$ cat config.mk
export PLATFORM = sky130hd
export DESIGN_NAME = matrix_operand_loader
export DESIGN_NICKNAME = d
export VERILOG_FILES = /design/src/rtl/matrix_pkg.sv /design/src/rtl/matrix_operand_regs.sv /design/src/rtl/matrix_operand_loader.sv
export SDC_FILE = /design/constraint.sdc
export NUM_CORES = 1
export LEC_CHECK = 0
export BUFFER_PORTS_ARGS = -buffer_cell sky130_fd_sc_hd__buf_2
export CAP_MARGIN = 20
export CORE_MARGIN = 2
export CORE_UTILIZATION = 25
export CTS_CLUSTER_DIAMETER = 60
export CTS_CLUSTER_SIZE = 40
export DETAILED_ROUTE_END_ITERATION = 16
export PLACE_DENSITY = 0.51
export SLEW_MARGIN = 20
export SYNTH_ARGS = -nofsm -noshare
export SYNTH_HDL_FRONTEND = slang
export SYNTH_SLANG_ARGS = --single-unit
$ cat constraint.sdc
create_clock -name clk -period 2.9 [get_ports clk]
set_input_delay 0.145 -clock clk [delete_from_list [all_inputs] [get_ports clk]]
set_output_delay 0.145 -clock clk [all_outputs]
set_load 0.01 [all_outputs]
$ cat src/rtl/matrix_pkg.sv
// Shared types and constants for the matrix operand loader.
// Optional build macro used by this slice: MATLOAD_OUTPUT_MASK_EN.
package matrix_pkg;

  localparam int ADDR_W_DEF   = 16;
  localparam int DATA_W_DEF   = 16;
  localparam int NUM_OPERANDS = 8;
  localparam int IDX_W        = 3;
  localparam int CNT_W        = 4;

  localparam logic [CNT_W-1:0] CNT_LAST = CNT_W'(NUM_OPERANDS - 1);
  localparam logic [CNT_W-1:0] CNT_FULL = CNT_W'(NUM_OPERANDS);

  localparam logic [IDX_W-1:0] SLOT_A11 = 3'd0;
  localparam logic [IDX_W-1:0] SLOT_A12 = 3'd1;
  localparam logic [IDX_W-1:0] SLOT_A21 = 3'd2;
  localparam logic [IDX_W-1:0] SLOT_A22 = 3'd3;
  localparam logic [IDX_W-1:0] SLOT_B11 = 3'd4;
  localparam logic [IDX_W-1:0] SLOT_B12 = 3'd5;
  localparam logic [IDX_W-1:0] SLOT_B21 = 3'd6;
  localparam logic [IDX_W-1:0] SLOT_B22 = 3'd7;

  typedef enum logic [1:0] {
    IDLE  = 2'd0,
    FETCH = 2'd1,
    HOLD  = 2'd2
  } matload_state_t;

endpackage

$ cat src/rtl/matrix_operand_regs.sv
// Eight-entry operand register file with parallel read-out.
// With MATLOAD_OUTPUT_MASK_EN the outputs read 0 unless show_i is set.
module matrix_operand_regs
  import matrix_pkg::*;
#(
  parameter int DATA_W = DATA_W_DEF
) (
  input  logic                                 clk,
  input  logic                                 rst,
  input  logic                                 we_i,
  input  logic [IDX_W-1:0]                     widx_i,
  input  logic [DATA_W-1:0]                    wdata_i,
  input  logic                                 show_i,
  output logic [NUM_OPERANDS-1:0][DATA_W-1:0]  q_o
);

  logic [NUM_OPERANDS-1:0][DATA_W-1:0] rf_q;

  always_ff @(posedge clk or negedge rst) begin
    if (!rst) begin
      rf_q <= '0;
    end else if (we_i) begin
      rf_q[widx_i] <= wdata_i;
    end
  end

`ifdef MATLOAD_OUTPUT_MASK_EN
  // Keep downstream from seeing a partially filled set.
  assign q_o = show_i ? rf_q : '0;
`else
  logic unused_show;
  assign unused_show = show_i;
  assign q_o = rf_q;
`endif

endmodule

$ cat src/rtl/matrix_operand_loader.sv
// Fetches 2x2 by 2x2 operands from memory and holds them for the multiplier.
// Optional build macro: MATLOAD_OUTPUT_MASK_EN (mask operands until valid).
module matrix_operand_loader
  import matrix_pkg::*;
#(
  parameter int ADDR_W = ADDR_W_DEF,
  parameter int DATA_W = DATA_W_DEF
) (
  input  logic              clk,
  input  logic              rst,
  input  logic              start,
  input  logic [ADDR_W-1:0] base_addr,
  output logic              req_valid,
  input  logic              req_ready,
  output logic [ADDR_W-1:0] req_addr,
  input  logic              rsp_valid,
  input  logic [DATA_W-1:0] rsp_data,
  output logic [DATA_W-1:0] a11,
  output logic [DATA_W-1:0] a12,
  output logic [DATA_W-1:0] a21,
  output logic [DATA_W-1:0] a22,
  output logic [DATA_W-1:0] b11,
  output logic [DATA_W-1:0] b12,
  output logic [DATA_W-1:0] b21,
  output logic [DATA_W-1:0] b22,
  output logic              mat_valid,
  input  logic              mat_ack,
  output logic              busy,
  output logic              err
);

  matload_state_t state_q, state_d;

  logic [CNT_W-1:0]  issued_q, issued_d;
  logic [CNT_W-1:0]  returned_q, returned_d;
  logic [ADDR_W-1:0] base_q, base_d;
  logic              err_q, err_d;
  logic              mat_valid_q;
  logic              hs;
  logic              rsp_ok;

  logic [NUM_OPERANDS-1:0][DATA_W-1:0] ops;

  assign req_valid = (state_q == FETCH) && (issued_q < CNT_FULL);
  assign req_addr  = req_valid ? base_q + ADDR_W'(issued_q) : '0;
  assign busy      = (state_q != IDLE);
  assign hs        = req_valid & req_ready;

  always_comb begin
    state_d    = state_q;
    issued_d   = issued_q;
    returned_d = returned_q;
    base_d     = base_q;
    err_d      = err_q;
    rsp_ok     = 1'b0;
    unique case (state_q)
      IDLE: begin
        if (start) begin
          state_d    = FETCH;
          base_d     = base_addr;
          issued_d   = '0;
          returned_d = '0;
          err_d      = 1'b0;
        end
      end
      FETCH: begin
        // Response is judged against issued before this cycle's request.
        rsp_ok = rsp_valid && (returned_q < issued_q);
        if (hs) begin
          issued_d = issued_q + CNT_W'(1);
        end
        if (rsp_ok) begin
          returned_d = returned_q + CNT_W'(1);
          if (returned_q == CNT_LAST) begin
            state_d = HOLD;
          end
        end
      end
      HOLD: begin
        if (mat_ack) begin
          state_d = IDLE;
        end
      end
      default: state_d = IDLE;
    endcase
    if (rsp_valid && !rsp_ok) begin
      err_d = 1'b1;
    end
  end

  always_ff @(posedge clk or negedge rst) begin
    if (!rst) begin
      state_q     <= IDLE;
      issued_q    <= '0;
      returned_q  <= '0;
      base_q      <= '0;
      err_q       <= 1'b0;
      mat_valid_q <= 1'b0;
    end else begin
      state_q     <= state_d;
      issued_q    <= issued_d;
      returned_q  <= returned_d;
      base_q      <= base_d;
      err_q       <= err_d;
      mat_valid_q <= (state_d == HOLD);
    end
  end

  matrix_operand_regs #(
    .DATA_W (DATA_W)
  ) u_regs (
    .clk     (clk),
    .rst     (rst),
    .we_i    (rsp_ok),
    .widx_i  (returned_q[IDX_W-1:0]),
    .wdata_i (rsp_data),
    .show_i  (mat_valid_q),
    .q_o     (ops)
  );

  assign a11       = ops[SLOT_A11];
  assign a12       = ops[SLOT_A12];
  assign a21       = ops[SLOT_A21];
  assign a22       = ops[SLOT_A22];
  assign b11       = ops[SLOT_B11];
  assign b12       = ops[SLOT_B12];
  assign b21       = ops[SLOT_B21];
  assign b22       = ops[SLOT_B22];
  assign mat_valid = mat_valid_q;
  assign err       = err_q;

endmodule

Yosys cells after proc, flatten, opt, wreduce, memory -nomap -nowiden
Cells that the tools add are included.
{ "word_totals": {"regBits": 156, "inputBits": 38, "wordCells": 61, "output_inout_bits": 148} }
{ "classes": {"eq_ne": 7, "mux": 18, "n_bitwise": 1, "addsub": 3, "n_lt_le_gt_ge": 4, "reduce_logical": 14} }
{ "ops": {"columns": ["operator", "count"], "rows": [
  ["128-bit bitwise mux", 1],
  ["16-bit demux with 3-bit select", 1],
  ["16-bit 2-to-1 mux", 2],
  ["16-bit by 4-bit adder with 16-bit output", 1],
  ["4-bit case mux with 2 select lines", 2],
  ["4-bit 2-to-1 mux", 3],
  ["4-bit by 1-bit adder with 4-bit output, second input constant", 2],
  ["2-bit 2-to-1 mux", 4],
  ["2-bit nonzero test", 4],
  ["2-bit case mux with 3 select lines", 1],
  ["3-bit AND reduction", 2],
  ["2-bit equality test, second input constant", 2],
  ["4-bit by 3-bit equality test with 1-bit output, second input constant", 1],
  ["1-bit logical AND", 4],
  ["3-bit by 4-bit less-than comparator with 1-bit output, second input constant", 1],
  ["4-bit less-than comparator", 1],
  ["4-bit less-than comparator, second input constant", 1],
  ["1-bit 2-to-1 mux", 4],
  ["2-bit != test, second input constant", 2],
  ["2-bit AND reduction", 2],
  ["3-bit by 1-bit greater-or-equal comparator with 1-bit output, second input constant", 1],
  ["2-bit by 1-bit equality test with 1-bit output, second input constant", 1],
  ["2-bit zero test", 1],
  ["2-bit by 1-bit != test with 1-bit output, second input constant", 1],
  ["2 further kinds", 2]
]} }

Logic depth before layout (Yosys ltp)
{ "logic_depth": {"ltp_word": 7, "depth_mapped": 7} }

By module
From an unflattened synthesis, not the netlist that was laid out.
{ "unflattened": {"hier_cells": 483, "hier_area_um2": 6623.9} }
{ "by_module_without_submodules": {"columns": ["mod", "cells_each", "n_inst", "area_per_inst_um2"], "rows": [
  ["matrix_operand_regs", 279, 1, 4914.7],
  ["matrix_operand_loader", 204, 1, 1709.1]
]} }

Worst setup path before layout
No wires, ideal clock.
{ "synth_path": {"path_type": "register to register", "start": "register issued_q[1]", "end": "register u_regs.rf_q (netlist bit u_regs.q_o[48])", "path_stages_with_launch": 8, "required_time_ns": 2.772, "slack_ns": 0.766, "arrival_ns": 2.006, "path_cell_list": "dfrtp_1 -> inv_1 -> ha_1 -> o21a_1 -> o21ai_1 -> nand2_2 -> buf_2 -> mux2_1"} }
{ "synth_via": {"elab_chain_cells": 3} }
{ "synth_lines": {"columns": ["element", "line_no", "source"], "rows": [
  ["start, declared", "matrix_operand_loader.sv:34", "logic [CNT_W-1:0] issued_q, issued_d;"],
  ["start signal, assigned", "matrix_operand_loader.sv:101", "issued_q <= issued_d;"],
  ["4-bit less-than comparator", "matrix_operand_loader.sv:68", "rsp_ok = rsp_valid && (returned_q < issued_q);"],
  ["1-bit logical AND", "matrix_operand_loader.sv:68", null],
  ["1-bit 2-to-1 mux", "matrix_operand_loader.sv:56", "unique case (state_q)"],
  ["end signal, assigned by index", "matrix_operand_regs.sv:23", "rf_q[widx_i] <= wdata_i;"],
  ["end, declared", "matrix_operand_regs.sv:17", "logic [NUM_OPERANDS-1:0][DATA_W-1:0] rf_q;"]
]} }
Every way passes these cells.
A chain may end at the register's enable or synchronous reset.

Worst setup path in the final report
{ "layout_path": {"start": "register issued_q[0]", "end": "output port req_addr[12]"} }
{ "layout_via": {"elab_chain_cells": 3, "elab_cells_between_ends": 4, "cone_classes": "add/sub (1); order compare (1); mux (1); reduce/logical (1)"} }
{ "layout_lines": {"columns": ["element", "line_no", "source"], "rows": [
  ["parallel branches: the longest is 2 deep, another holds 16-bit by 4-bit adder with 16-bit output", null, null],
  ["16-bit 2-to-1 mux (*)", "matrix_operand_loader.sv:45", "assign req_addr = req_valid ? base_q + ADDR_W'(issued_q) : '0;"],
  ["end, declared", "matrix_operand_loader.sv:15", "output logic [ADDR_W-1:0] req_addr,"]
]} }
Every way passes the cells marked *.

==> results.ini <==
[finish]
diodes=0
synthToLayoutAreaGrowth_pct=30.31
fin_area_sq_um=8855
nets=756
num-fill-cells=2670
drive_above_1_share_pct=50.21

[sta]
max_slew_margin_pct=38.09
tightest_slew_ns=0.9251
maxSlewViolCount=0
timing.final.crit_share_pct=93.76
setup_viol=0
holdWs_ns=0.05195
totalNegativeSetupSlack_ns=0
hold_viol_final=0
fmax_ghz=0.3678
rsz0062_at_grt=false
min_period_ns=2.719
finalClockSkew_ns=0.01734

[worst_setup_path]
crit_top_cell=a21oi_1
slowest_stage=dfrtp_1
crit_chain=ha_1 -> fa_1 -> a21o_1 -> a21oi_1 -> buf_4 -> o21ai_0 -> a21oi_1 -> buf_2
crit_buf_inv=2
worst_ep_required_time_ns=2.76
arrival_ns=2.57
cp-start-kind=flop
cp_max_fo=11
cpPeakStageDelay_ns=0.46
crit_family=adder cells
crit_type=reg2out
cp-end-kind=output pin

[die]
die_w_um=168.9
die_y_um=168.9
die_area_sq_um=28520
ios=186
core_area_sq_um=26800
rows=60
initial_core_util_pct=25.35

[synth]
synth_area_leader_cell=dfrtp_1
synth_warnings=0
postSynthCellCount=497
async_reset_ff_share_pct=100.0
seq_area_frac_synth_pct=57.45
synth_edf_count=0
netlist_top_cells_area=dfrtp_1 57%, mux2_2 14%, mux2_4 8.8%, nand2_1 3.1%, ha_1 1.7%
postSynthAreaPerCell_sq_um=13.67
synth.most_common_cell=dfrtp_1
ys_seq_elements=156
yosysTopAreaCellShare_pct=57.45
syn_area_sq_um=6795
ys_types=51
yosys-top-cells-count=156 x dfrtp_1, 84 x mux2_2, 56 x nand2_1, 40 x mux2_4
synth_flop_cell=dfrtp_1
postSynthNetCount=545

[clock_network]
ctsResizeCount=0
cts-root-buf=clkbuf_16
cts_tree=done
clk_latency_ns=0.43
cts_setup_buffers=0
cts_hold_buf=19
htreeDepth=4
cts_sinks=156
numCtsBuffers=17
path_clk_slew_ns=0.07
clk_path_buf_depth=2

[route]
drt-vias-per-instance=4.464
dr.pass1.iters=4
wl_per_cell_um=17.40
drt_iter0_drc=325
via_count=4741
wirelength_um=18480
drc=0
drtAntennaViolNets=0

[power_and_ir_drop]
ir_worst_vdd_uv=462.0
p_int_w=0.006317
p_leak_nw=4.493
power_w=0.01009
power_frac_comb_pct=41.1
clockPowerShare_pct=21.6
switching_power_w=0.003771
p_per_area_nw_per_um2=1139
swShare_pct=37.38
power_frac_seq_pct=37.3

[grt]
grt_pass1_wl_um=28920
grt_max_degree=68
grt_pass1_vias=4742
grt_antenna_before_repair=1
grt-ovfl-total=0
grt.total_usage_pct=13.35

[hold_path]
hold_class=in2reg

[job]
drv_cap=0

[place]
io_buffers=185
place_congestion=0.7803
place_area_sq_um=8093
dp_hpwl_um=12770

[run_status]
status=finished, final reports clean

-- cell usage in the layout (no fill, tap or decap), types with 3 or more instances in the layout --
| cell | count |
|---|---|
| mux2_2 | 84 |
| nor2_1 | 16 |
| dfrtp_1 | 156 |
| mux2_1 | 4 |
| inv_6 | 6 |
| mux2_4 | 40 |
| buf_2 | 184 |
| and2_1 | 4 |
| inv_8 | 4 |
| nand3_1 | 6 |
| dlygate4sd3_1 | 19 |
| nand4_1 | 4 |
| nand2_1 | 56 |
| xnor2_1 | 3 |
| buf_4 | 3 |
| ha_1 | 9 |
| or3_1 | 10 |
| o21ai_4 | 4 |
| a21oi_1 | 17 |
| clkbuf_16 | 17 |
| o21ai_0 | 17 |
| inv_1 | 8 |
| nand2_2 | 4 |
-- cell families after synthesis --
logic type | count (synthesis) | synth area share [%]
AOI/OAI and AO/OA | 59 | 6.076
xor gates and xnor gates | 3 | 0.3867
adders and majority gates | 10 | 1.952
buffers and inverters | 24 | 1.970
DFF | 156 | 57.45
muxes | 129 | 23.57
and+or+nand+nor | 116 | 8.599
-- flip-flops by register name, summed over array words and instances, names as in the netlist --
name        count
issued_q        4
mat_valid       1
returned_q      4
err             1
state_q         2
base_q         16
u_regs.q_o    128
-- worst paths after layout --
kind	from	end	slack, ns	cells after the start
hold / removal	rsp_data[1]	u_regs.q_o[49]	0.05	2
hold reg to reg	base_q[0]	base_q[0]	0.49	2
setup reg to reg	issued_q[1]	u_regs.q_o[87]	0.45	6
setup / recovery	issued_q[0]	req_addr[12]	0.18	8
max in group asynchronous	rst	u_regs.q_o[87]	1.72	3
min in group asynchronous	rst	u_regs.q_o[65]	0.28	2
-- power groups by stage --
stage                     registers, W  logic, W  clock network (W)
after global routing           0.00390   0.00456            0.00235
after global placement         0.00377   0.00417                  0
after detailed placement       0.00380   0.00420                  0
after floorplan                0.00408   0.00223                  0
after CTS                      0.00377   0.00423            0.00226
final                          0.00376   0.00415            0.00218
-- stage by stage --
step	setup slack (ns)	utilization (%)	cells
6_report	0.1809	33.04	1062
3_5_place_dp	0.4447	30.20	1011
4_1_cts	0.1831	33.04	1062
5_1_grt	0.04963	33.04	1062
2_1_floorplan	0.7663	-	497
3_3_place_gp	0.4702	30.20	1011
-- final cells by class --
type                       count  area [sq um]  share of cell area [%]
sequential                   156          3904                   44.09
multi-input combinational    317          2758                   31.14
timing repair buffer         208          1165                   13.16
tap                          341         426.7                   4.818
clock buffer                  17         425.4                   4.804
clock inverter                15         146.4                   1.653
inverter                       8         30.03                  0.3391
-- metal layers --
metal	part of all wire [%]	up-vias	GRT usage, %
met5	0.060	-	0
met1	46	2399	17.99
met4	1.5	2	4.160
met3	6.3	22	4.045
li1	-	2179	-
met2	47	139	20.62
Power figures use the tool's default switching activity.
